**src/rtl/net_hpwl_accumulator_pkg.sv**
```systemverilog
`default_nettype none
// ============================================================================
// Module  : net_hpwl_pkg
// Brief   : Shared types for the HPWL cost evaluator: FSM state encoding,
//           per-net bounding-box record and half-perimeter helper.
//           Optional feature macro used by this block: HPWL_NET_STATS_EN.
// Revision: 1.0 - initial release
// ============================================================================
package net_hpwl_pkg;

  // Unsigned placed-pin coordinate width
  localparam int COORD_W = 12;

  typedef enum logic [2:0] {
    IDLE  = 3'd0,
    CLEAR = 3'd1,
    ACCUM = 3'd2,
    SUM   = 3'd3,
    DONE  = 3'd4
  } state_e;

  typedef struct packed {
    logic [COORD_W-1:0] xmin;
    logic [COORD_W-1:0] xmax;
    logic [COORD_W-1:0] ymin;
    logic [COORD_W-1:0] ymax;
    logic               seen;
  } bbox_t;

  // Half-perimeter of a box; an empty box contributes nothing. One extra bit
  // holds the worst case (full width plus full height).
  function automatic logic [COORD_W:0] half_perim(input bbox_t b);
    logic [COORD_W:0] dx;
    logic [COORD_W:0] dy;
    half_perim = '0;
    dx = {1'b0, b.xmax} - {1'b0, b.xmin};
    dy = {1'b0, b.ymax} - {1'b0, b.ymin};
    if (b.seen) begin
      half_perim = dx + dy;
    end
  endfunction

endpackage
`default_nettype wire

```
**src/rtl/net_hpwl_accumulator_if.sv**
```systemverilog
`default_nettype none
// ============================================================================
// Module  : net_hpwl_accumulator_if
// Brief   : Pin-record stream, result handshake and status signals of the
//           HPWL evaluator. Per-net statistics appear with HPWL_NET_STATS_EN.
// Revision: 1.0 - initial release
// ============================================================================
interface net_hpwl_accumulator_if #(
  parameter int NET_W = 4,
  parameter int SUM_W = net_hpwl_pkg::COORD_W + 1 + NET_W
);
  logic                            start;
  logic                            pin_valid;
  logic                            pin_ready;
  logic [NET_W-1:0]                pin_net;
  logic [net_hpwl_pkg::COORD_W-1:0] pin_x;
  logic [net_hpwl_pkg::COORD_W-1:0] pin_y;
  logic                            pin_last;
  logic                            hpwl_valid;
  logic                            hpwl_ready;
  logic [SUM_W-1:0]                hpwl;
  logic                            busy;
  logic                            err_net;
`ifdef HPWL_NET_STATS_EN
  logic [net_hpwl_pkg::COORD_W:0]  max_net_hpwl;
  logic [NET_W-1:0]                max_net_id;
`endif

  // Placer side: issues pins, collects the cost
  modport master (
    output start, pin_valid, pin_net, pin_x, pin_y, pin_last, hpwl_ready,
`ifdef HPWL_NET_STATS_EN
    input  max_net_hpwl, max_net_id,
`endif
    input  pin_ready, hpwl_valid, hpwl, busy, err_net
  );

  // Evaluator side
  modport slave (
    input  start, pin_valid, pin_net, pin_x, pin_y, pin_last, hpwl_ready,
`ifdef HPWL_NET_STATS_EN
    output max_net_hpwl, max_net_id,
`endif
    output pin_ready, hpwl_valid, hpwl, busy, err_net
  );
endinterface
`default_nettype wire

```
**src/rtl/net_hpwl_accumulator_bbox_table.sv**
```systemverilog
`default_nettype none
// ============================================================================
// Module  : net_bbox_table
// Brief   : Flop array of per-net bounding boxes. Single-cycle
//           read-modify-write update port, whole-table clear, indexed read.
// Revision: 1.0 - initial release
// ============================================================================
module net_bbox_table
  import net_hpwl_pkg::*;
#(
  parameter int NUM_NETS = 16,
  parameter int NET_W    = $clog2(NUM_NETS)
) (
  input  wire logic               clk,
  input  wire logic               rst_n,
  input  wire logic               clr_i,
  input  wire logic               wr_en_i,
  input  wire logic [NET_W-1:0]   wr_idx_i,
  input  wire logic [COORD_W-1:0] wr_x_i,
  input  wire logic [COORD_W-1:0] wr_y_i,
  input  wire logic [NET_W-1:0]   rd_idx_i,
  output bbox_t                   rd_box_o
);

  bbox_t tbl_q [NUM_NETS];

  // Clear marks every box empty; an update seeds or stretches one box
  always_ff @(posedge clk) begin
    if (!rst_n || clr_i) begin
      for (int n = 0; n < NUM_NETS; n++) begin
        tbl_q[n].seen <= 1'b0;
      end
    end else if (wr_en_i) begin
      for (int n = 0; n < NUM_NETS; n++) begin
        if (wr_idx_i == NET_W'(n)) begin
          if (!tbl_q[n].seen) begin
            tbl_q[n] <= '{xmin: wr_x_i, xmax: wr_x_i, ymin: wr_y_i, ymax: wr_y_i, seen: 1'b1};
          end else begin
            if (wr_x_i < tbl_q[n].xmin) tbl_q[n].xmin <= wr_x_i;
            if (wr_x_i > tbl_q[n].xmax) tbl_q[n].xmax <= wr_x_i;
            if (wr_y_i < tbl_q[n].ymin) tbl_q[n].ymin <= wr_y_i;
            if (wr_y_i > tbl_q[n].ymax) tbl_q[n].ymax <= wr_y_i;
          end
        end
      end
    end
  end

  // Indexed read for the summing sweep
  always_comb begin
    rd_box_o = '0;
    for (int n = 0; n < NUM_NETS; n++) begin
      if (rd_idx_i == NET_W'(n)) rd_box_o = tbl_q[n];
    end
  end

endmodule
`default_nettype wire

```
**src/rtl/net_hpwl_accumulator.sv**
```systemverilog
`default_nettype none
// ============================================================================
// Module  : net_hpwl_accumulator
// Brief   : Accumulates per-net bounding boxes from a pin stream, then sweeps
//           all nets to produce total half-perimeter wirelength.
//           Optional macro HPWL_NET_STATS_EN adds largest-net statistics.
// Revision: 1.0 - initial release
// ============================================================================
module net_hpwl_accumulator
  import net_hpwl_pkg::*;
#(
  parameter int NUM_NETS = 16,
  parameter int NET_W    = $clog2(NUM_NETS),
  parameter int SUM_W    = COORD_W + 1 + NET_W
) (
  input wire logic               clk,
  input wire logic               rst_n,
  net_hpwl_accumulator_if.slave  bus
);

  localparam logic [NET_W:0]   NUM_NETS_X = (NET_W + 1)'(NUM_NETS);
  localparam logic [NET_W-1:0] LAST_IDX   = NET_W'(NUM_NETS - 1);

  state_e           state_q, state_d;
  logic [SUM_W-1:0] sum_q, sum_d;
  logic [NET_W-1:0] idx_q, idx_d;
  logic             err_q, err_d;

  logic             pin_fire;
  logic             in_range;
  logic             start_ok;
  bbox_t            rd_box;
  logic [COORD_W:0] net_hp;

  assign pin_fire = (state_q == ACCUM) && bus.pin_valid;
  assign in_range = {1'b0, bus.pin_net} < NUM_NETS_X;
  assign start_ok = ((state_q == IDLE) || (state_q == DONE)) && bus.start;
  assign net_hp   = half_perim(rd_box);

  net_bbox_table #(
    .NUM_NETS (NUM_NETS),
    .NET_W    (NET_W)
  ) u_table (
    .clk      (clk),
    .rst_n    (rst_n),
    .clr_i    (state_q == CLEAR),
    .wr_en_i  (pin_fire && in_range),
    .wr_idx_i (bus.pin_net),
    .wr_x_i   (bus.pin_x),
    .wr_y_i   (bus.pin_y),
    .rd_idx_i (idx_q),
    .rd_box_o (rd_box)
  );

  // State, running sum, sweep index and error flag registers
  always_ff @(posedge clk) begin
    if (!rst_n) begin
      state_q <= IDLE;
      sum_q   <= '0;
      idx_q   <= '0;
      err_q   <= 1'b0;
    end else begin
      state_q <= state_d;
      sum_q   <= sum_d;
      idx_q   <= idx_d;
      err_q   <= err_d;
    end
  end

  // Next-state logic; a start in DONE doubles as the result accept
  always_comb begin
    state_d = state_q;
    sum_d   = sum_q;
    idx_d   = idx_q;
    err_d   = err_q;
    unique case (state_q)
      IDLE: begin
        if (start_ok) begin
          state_d = CLEAR;
          sum_d   = '0;
          err_d   = 1'b0;
        end
      end
      CLEAR: state_d = ACCUM;
      ACCUM: begin
        if (pin_fire) begin
          if (!in_range) err_d = 1'b1;
          if (bus.pin_last) begin
            state_d = SUM;
            idx_d   = '0;
          end
        end
      end
      SUM: begin
        sum_d = sum_q + SUM_W'(net_hp);
        idx_d = idx_q + NET_W'(1);
        if (idx_q == LAST_IDX) state_d = DONE;
      end
      DONE: begin
        if (start_ok) begin
          state_d = CLEAR;
          sum_d   = '0;
          err_d   = 1'b0;
        end else if (bus.hpwl_ready) begin
          state_d = IDLE;
        end
      end
      default: state_d = IDLE;
    endcase
  end

  assign bus.pin_ready  = (state_q == ACCUM);
  assign bus.hpwl_valid = (state_q == DONE);
  assign bus.busy       = (state_q == CLEAR) || (state_q == ACCUM) || (state_q == SUM);
  assign bus.hpwl       = sum_q;
  assign bus.err_net    = err_q;

`ifdef HPWL_NET_STATS_EN
  logic [COORD_W:0] max_hp_q;
  logic [NET_W-1:0] max_id_q;

  // Track the largest contribution; strict compare keeps the lowest id on ties
  always_ff @(posedge clk) begin
    if (!rst_n || start_ok) begin
      max_hp_q <= '0;
      max_id_q <= '0;
    end else if ((state_q == SUM) && (net_hp > max_hp_q)) begin
      max_hp_q <= net_hp;
      max_id_q <= idx_q;
    end
  end

  assign bus.max_net_hpwl = max_hp_q;
  assign bus.max_net_id   = max_id_q;
`endif

endmodule
`default_nettype wire

```
**src/flat_wrapper.sv**
```systemverilog
// flat-port wrapper written by rule: the top's interface ports become plain ports
module net_hpwl_accumulator_flat import net_hpwl_pkg::*;
#(
  parameter int NUM_NETS = 16,
  parameter int NET_W    = $clog2(NUM_NETS),
  parameter int SUM_W    = COORD_W + 1 + NET_W
)
  (clk, rst_n, bus_start, bus_pin_valid, bus_pin_net, bus_pin_x, bus_pin_y, bus_pin_last, bus_hpwl_ready, bus_pin_ready, bus_hpwl_valid, bus_hpwl, bus_busy, bus_err_net);
  net_hpwl_accumulator_if #(.NET_W(NET_W), .SUM_W(SUM_W)) bus_i ();
  input wire logic clk;
  input wire logic rst_n;
  input wire logic [$bits(bus_i.start)-1:0] bus_start;
  input wire logic [$bits(bus_i.pin_valid)-1:0] bus_pin_valid;
  input wire logic [$bits(bus_i.pin_net)-1:0] bus_pin_net;
  input wire logic [$bits(bus_i.pin_x)-1:0] bus_pin_x;
  input wire logic [$bits(bus_i.pin_y)-1:0] bus_pin_y;
  input wire logic [$bits(bus_i.pin_last)-1:0] bus_pin_last;
  input wire logic [$bits(bus_i.hpwl_ready)-1:0] bus_hpwl_ready;
  output wire logic [$bits(bus_i.pin_ready)-1:0] bus_pin_ready;
  output wire logic [$bits(bus_i.hpwl_valid)-1:0] bus_hpwl_valid;
  output wire logic [$bits(bus_i.hpwl)-1:0] bus_hpwl;
  output wire logic [$bits(bus_i.busy)-1:0] bus_busy;
  output wire logic [$bits(bus_i.err_net)-1:0] bus_err_net;
  assign bus_i.start = bus_start;
  assign bus_i.pin_valid = bus_pin_valid;
  assign bus_i.pin_net = bus_pin_net;
  assign bus_i.pin_x = bus_pin_x;
  assign bus_i.pin_y = bus_pin_y;
  assign bus_i.pin_last = bus_pin_last;
  assign bus_i.hpwl_ready = bus_hpwl_ready;
  assign bus_pin_ready = bus_i.pin_ready;
  assign bus_hpwl_valid = bus_i.hpwl_valid;
  assign bus_hpwl = bus_i.hpwl;
  assign bus_busy = bus_i.busy;
  assign bus_err_net = bus_i.err_net;
  net_hpwl_accumulator #(.NUM_NETS(NUM_NETS), .NET_W(NET_W), .SUM_W(SUM_W)) u_core (.clk(clk), .rst_n(rst_n), .bus(bus_i));
endmodule
```
**config.mk**
```make
export PLATFORM = sky130hd
export DESIGN_NAME = net_hpwl_accumulator_flat
export DESIGN_NICKNAME = d
export VERILOG_FILES = /design/src/rtl/net_hpwl_accumulator_pkg.sv /design/src/rtl/net_hpwl_accumulator_if.sv /design/src/rtl/net_hpwl_accumulator_bbox_table.sv /design/src/rtl/net_hpwl_accumulator.sv /design/src/flat_wrapper.sv
export SDC_FILE = /design/constraint.sdc
export NUM_CORES = 2
export LEC_CHECK = 0
export BUFFER_PORTS_ARGS = -buffer_cell sky130_fd_sc_hd__buf_2
export CAP_MARGIN = 30
export CORE_ASPECT_RATIO = 1.75
export CORE_MARGIN = 4
export CORE_UTILIZATION = 46
export DETAILED_ROUTE_END_ITERATION = 16
export PLACE_DENSITY_LB_ADDON = 0.25
export REMOVE_ABC_BUFFERS = 1
export SLEW_MARGIN = 5
export SYNTH_ARGS = -nofsm -noshare
export SYNTH_HDL_FRONTEND = slang
export SYNTH_SLANG_ARGS = --single-unit
```
**constraint.sdc**
```tcl
create_clock -name clk -period 8.8 [get_ports clk]
set_input_delay 0.88 -clock clk [delete_from_list [all_inputs] [get_ports clk]]
set_output_delay 0.88 -clock clk [all_outputs]
set_load 0.01 [all_outputs]
```
### After elaboration in Yosys (flattened, before gate mapping)

Memory sizes are Yosys's and may differ from the RTL's.
Cells that the tools add are included.

| word-level totals | value |
|---|---|
| input port bits | 34 |
| memory bits (read-only) | 0 |
| RAM bits | 784 |
| latch bits | 0 |
| memories kept | 1 |
| output and inout bits | 21 |
| register bits after elaboration | 24 |
| logic and storage cells | 784 |

Memory list:

| name | words | bits a word | rd ports | clocked after memory_dff | write ports | RTL line | RTL |
|---|---|---|---|---|---|---|---|
| u_core.u_table.tbl_q | 16 | 49 | 16 | 0 | 16 | net_hpwl_accumulator_bbox_table.sv:25 | `bbox_t tbl_q [NUM_NETS];` |

| operators by class | value |
|---|---|
| bitwise operators | 80 |
| $add $sub $neg | 5 |
| shifts and indexed selects | 0 |
| $mul | 0 |
| order comparisons | 64 |
| reduce and logical (&&, ||, !) cells | 16 |
| muxes and demuxes | 575 |
| eq/ne operators | 40 |
| div/mod/pow operators | 0 |

Operator list:

| cell | number |
|---|---|
| $mux 49 | 16 |
| $mux 12 | 64 |
| $mux 1 | 482 |
| $gt 12x12->1 | 32 |
| $lt 12x12->1 | 32 |
| $or 1x1->1 | 80 |
| $eq 4x4->1 const B | 16 |
| $pmux 17 s2 | 1 |
| $eq 4x3->1 const B | 8 |
| $sub 12x12->13 | 2 |
| $mux 3 | 6 |
| $add 17x13->17 | 1 |
| $mux 17 | 1 |
| $eq 4x2->1 const B | 4 |
| $pmux 3 s5 | 1 |
| $add 13x13->13 | 1 |
| $mux 13 | 1 |
| $eq 4x1->1 const B | 2 |
| $logic_not 4->1 | 2 |
| $mux 4 | 2 |
| $ne 2x1->1 const B | 4 |
| $pmux 4 s2 | 1 |
| $eq 3x2->1 const B | 2 |
| $reduce_and 5->1 | 1 |
| 13 further kinds | 18 |

### Longest topological paths before layout

| depth | value |
|---|---|
| depth in word-level cells | 22 |
| mapped depth | 35 |
| mapped depth without buffers | 32 |

### Hierarchy

From an unflattened synthesis, not the netlist that was laid out.

| second synthesis, totals | value |
|---|---|
| cell total of the unflattened synthesis | 4863 |
| area, all modules | 52655.5 um2 |

By module, submodules not included:

| module | seq. area each (um2) | area an instance (um2) | instances | cells each |
|---|---|---|---|---|
| net_bbox_table | 23452.5 | 49628.8 | 1 | 4494 |
| net_hpwl_accumulator | 480.5 | 3026.7 | 1 | 369 |

### Least setup slack after synthesis

No wires, ideal clock.

| timing path | value |
|---|---|
| path kind | register to register |
| from | register u_core.idx_q[0] |
| to | register u_core.sum_q[14], in the netlist u_core.bus.hpwl[14] |
| clock period less this slack | 6.520 ns |
| setup slack | 2.280 ns |
| library setup time | 0.117 ns |
| stages on the path, launching flop included | 31 |
| buffers on the path | 4 |
| arrival | 6.403 ns |
| cell sequence | dfxtp_1 -> inv_1 -> ha_1 -> buf_2 -> buf_2 -> nand2_1 -> clkbuf_1 -> clkbuf_1 -> o221ai_1 -> o21ai_0 -> o221ai_1 -> fa_1 -> inv_1 -> fa_1 -> inv_1 -> ha_1 -> fa_1 -> a21oi_1 -> o22ai_1 -> nor2_1 -> xor2_1 -> nor2_1 -> ha_1 -> a21o_1 -> and2_1 -> a31o_1 -> or4b_1 -> a31oi_1 -> nor3b_1 -> xnor2_1 -> nor2_1 |

| between the ends | value |
|---|---|
| longest elaborated chain between the ends | 22 |

RTL lines:

| element | RTL line | RTL |
|---|---|---|
| start, declared | net_hpwl_accumulator.sv:26 | `logic [NET_W-1:0] idx_q, idx_d;` |
| start signal, assigned | net_hpwl_accumulator.sv:65 | `idx_q <= idx_d;` |
| $logic_not 4->1 | net_hpwl_accumulator_bbox_table.sv:53 | `if (rd_idx_i == NET_W'(n)) rd_box_o = tbl_q[n];` |
| $mux 49 (15 in a row) | net_hpwl_accumulator_bbox_table.sv:53 |  |
| $mux 49 * | net_hpwl_accumulator_bbox_table.sv:53 |  |
| $sub 12x12->13 (on tied branches) | net_hpwl_accumulator_pkg.sv:36, net_hpwl_accumulator_pkg.sv:37 |  |
| $add 13x13->13 | net_hpwl_accumulator_pkg.sv:39 | `half_perim = dx + dy;` |
| $mux 13 * | net_hpwl_accumulator_pkg.sv:38 | `if (b.seen) begin` |
| $add 17x13->17 * | net_hpwl_accumulator.sv:95 | `sum_d = sum_q + SUM_W'(net_hp);` |
| $pmux 17 s2 * | net_hpwl_accumulator.sv:76 | `unique case (state_q)` |
| end signal, assigned | net_hpwl_accumulator.sv:64 | `sum_q <= sum_d;` |
| end, declared | net_hpwl_accumulator.sv:25 | `logic [SUM_W-1:0] sum_q, sum_d;` |

Mark *: on every way between the ends. The rest lies on a longest branch, timed or not.
A chain may end at the register's enable or synchronous reset.

### Worst setup path after layout

Same ends and word-level chain as after synthesis.

==> results.cfg <==
[worst_setup_path]
worst-path-buf-inv = 4
cpMaxStageDelayCell = sky130_fd_sc_hd__o21ai_0
endpoint_kind = flip-flop
timing.critical_path.fanout_max = 59
timing.critical_path.slowest_cell_delay_ns = 0.84
path_depth = 31
worst-endpoint-required_ns = 9.40
critPathKind = reg2reg
reg2regPathDepth = 31
cp_data_arrival_time_ns = 9.03
critPathTopFamily = compound AO/OA/AOI/OAI gates
worstSetupStartpointType = flip-flop

[run_status]
outcome = completed

[synthesis]
synth-async-reset-ratio_pct = 0
post_synthesis_mean_instance_area_um2 = 10.7
synthesis.instances = 4778
yosys.area.top_type_share_pct = 45.3
ys_seq_area_share_pct = 46.6
synth_area_leaders = sky130_fd_sc_hd__edfxtp_1 (45%), sky130_fd_sc_hd__ha_1 (19%), sky130_fd_sc_hd__inv_1 (5.6%)
synth_common_cells = sky130_fd_sc_hd__edfxtp_1 (775), sky130_fd_sc_hd__ha_1 (766), sky130_fd_sc_hd__inv_1 (761)
synth.most_common_cell = sky130_fd_sc_hd__edfxtp_1
synth-edff-count = 775
synth-main-ff-cell = sky130_fd_sc_hd__edfxtp_1
synth_seq_cells = 808
netlist.top_cell.by_area = sky130_fd_sc_hd__edfxtp_1
synth_warnings = 0
netlist-cell-type-count = 75
synth.cell_area_mm2 = 0.0513

[drt]
initialDrtViolationCount = 4114
finalWirelength_um = 198000
detailedRoute.firstPassIterationCount = 9
detail-route-antenna-nets = 0
via_per_inst = 6.40
detail_route.wl_per_cell_um = 30.7
post-route-drc-count = 0
via_count = 41400

[hold_path]
timing.hold.worst.class = in2reg
hold-path-cell-count = 4

[final_layout]
layout-area-overhead-vs-synth_pct = 11.3
final_cells = 6466
final_area_mm2 = 0.0571
final_net_count = 5755
final_core_utilization_pct = 51.8
drive_gt1_share_pct = 8.07

[sta]
final_period_util_pct = 95.7
finalCriticalPeriod_ns = 8.42
setup_viol = 0
fin_skew_ns = 0.0391
finalHoldWorstSlack_ns = 0.446
timing_worst_slew_pin_value_ns = 1.11
achievable-frequency_mhz = 119
grt_setup_unrepaired = no
report.final.slew_viol_count = 0
timing.final.hold_violations = 0
worst_slew_margin_rel_pct = 26.0

[place]
placedCellCount = 6307
port-buffer-count = 53
dp_hpwl_um = 147000
place.gp.congestion = 1.01
placement.cell_area_mm2 = 0.0543

[global_route]
grt_overflow_total = 0
global_route.usage.total_pct = 33.2
grt_antenna_before_repair = 5
vias_in_the_first_global_route = 40800
grt_start_max_net_pins = 60
grt_pass1_wl_um = 281000

[power]
ir_drop_uv = 108
p_switching_mw = 2.21
share_comb_of_total_power_pct = 9.4
cellInternalPower_mw = 6.66
power.share.sequential_pct = 47.8
power.leakage_nw = 24.3
cellPowerDensity_mw_per_mm2 = 155
pwr-share-clk_pct = 42.8
power.switching_fraction_pct = 24.9

[clock_network]
clk_transition_reported_paths_ns = 0.07
numCtsBuffers = 82
tritoncts = done
cts.root.buffer_cell = sky130_fd_sc_hd__clkbuf_16
cts_h_tree_depth = 3
clock-sinks = 808
cts_setup_buffers = 0
insertion_delay_ns = 0.72
clk_path_buf_depth = 3
cts_resized = 0
cts_hold_repair.buffers = 0

[floorplanning]
design.die.area_mm2 = 0.117
num_io_pins = 55
design.core.area_mm2 = 0.110
std_cell_rows = 161
floorplan.initialDensity_pct = 46.5
die_x_um = 261
die_height_um = 450

[job]
maxCapViolCount = 0
cell families (layout without fill, tap and decap cells):
kind of cell | after synthesis | count (layout) | share of synthesized area, %
other cells | 1 | 4 | 0.00730
mux | 3 | 3 | 0.107
fa+ha+maj | 791 | 791 | 19.6
xor+xnor | 21 | 21 | 0.358
compound gates | 1427 | 1427 | 18.6
buf+inv | 923 | 1141 | 6.85
simple gates | 804 | 804 | 7.81
flops | 808 | 808 | 46.6
flip-flops by register name, summed over array words and instances, names as in the netlist:
register,cells
u_core.state_q,3
u_core.bus.hpwl,17
u_core.u_table.tbl_q,784
u_core.idx_q,4
worst reg2reg max path: cells and delay by family, from the launching register on:
family / cells / cell delay (ns)
AOI/OAI and AO/OA: 14 / 3.70
xor gates and xnor gates: 2 / 0.30
adders and majority gates: 5 / 2.01
buffers and inverters: 4 / 0.61
DFF: 1 / 0.41
and+or+nand+nor: 6 / 1.28
per-layer routing:
metal	GRT usage (%)	vias up	routed length, um
li1	-	18200	-
met1	35.8	20100	66200
met2	54.5	2274	92600
met3	5.71	786	14400
met4	31.3	4	25200
met5	0	-	21
area by class of cell:
| type | instances | area (um^2) |
|---|---|---|
| Fill cell | 9888 | 53300 |
| Multi-Input combinational cell | 3047 | 24000 |
| Sequential cell | 808 | 23900 |
| Inverter | 765 | 2870 |
| Clock buffer | 98 | 2210 |
| Tap cell | 1467 | 1840 |
| Timing Repair Buffer | 226 | 1620 |
| Clock inverter | 52 | 618 |
| Antenna cell | 3 | 7.51 |
through the flow:
step	total power [mW]	TNS (ns)	setup slack, ns
3_5_place_dp	5.14	0	0.622
3_3_place_gp	5.12	0	0.735
5_1_grt	9.14	0	0.0529
4_1_cts	8.89	0	0.594
6_report	8.88	0	0.375
2_1_floorplan	4.76	-8.68	-1.26
worst paths after layout:
kind	slack, ns	from	to
max	0.38	u_core.idx_q[0]	u_core.bus.hpwl[14]
min	0.45	bus_hpwl_ready	u_core.state_q[2]
max reg2reg	0.38	u_core.idx_q[0]	u_core.bus.hpwl[14]
min reg2reg	0.48	u_core.bus.hpwl[11]	u_core.bus.hpwl[11]
power groups by stage:
stage               logic (mW)  clock network, mW  registers (mW)
floorplan                0.451                  0            4.31
global placement         0.799                  0            4.32
detailed placement       0.818                  0            4.32
CTS                      0.824               3.83            4.24
global route             0.921               3.97            4.24
finish                   0.834               3.80            4.24
cell usage in the layout (no fill, tap or decap), drive strengths merged, types with 11 or more instances in the layout:
master,count
a211oi,60
a21boi,16
a21o,120
a21oi,321
a221oi,116
a22oi,56
a311oi,19
a31oi,26
and3,12
and4,12
buf,226
bufinv,12
clkbuf,98
clkinv,29
dfxtp,33
edfxtp,775
fa,25
ha,766
inv,770
nand2,233
nand2b,45
nand3,46
nand4,78
nand4b,13
nor2,160
nor2b,94
nor3,56
nor3b,11
nor4,14
o2111ai,27
o211ai,25
o21a,81
o21ai,289
o221ai,85
o22ai,75
o311ai,16
o31ai,29
or3,15
xnor2,15
Note: power is estimated with default switching activity, not from simulation.
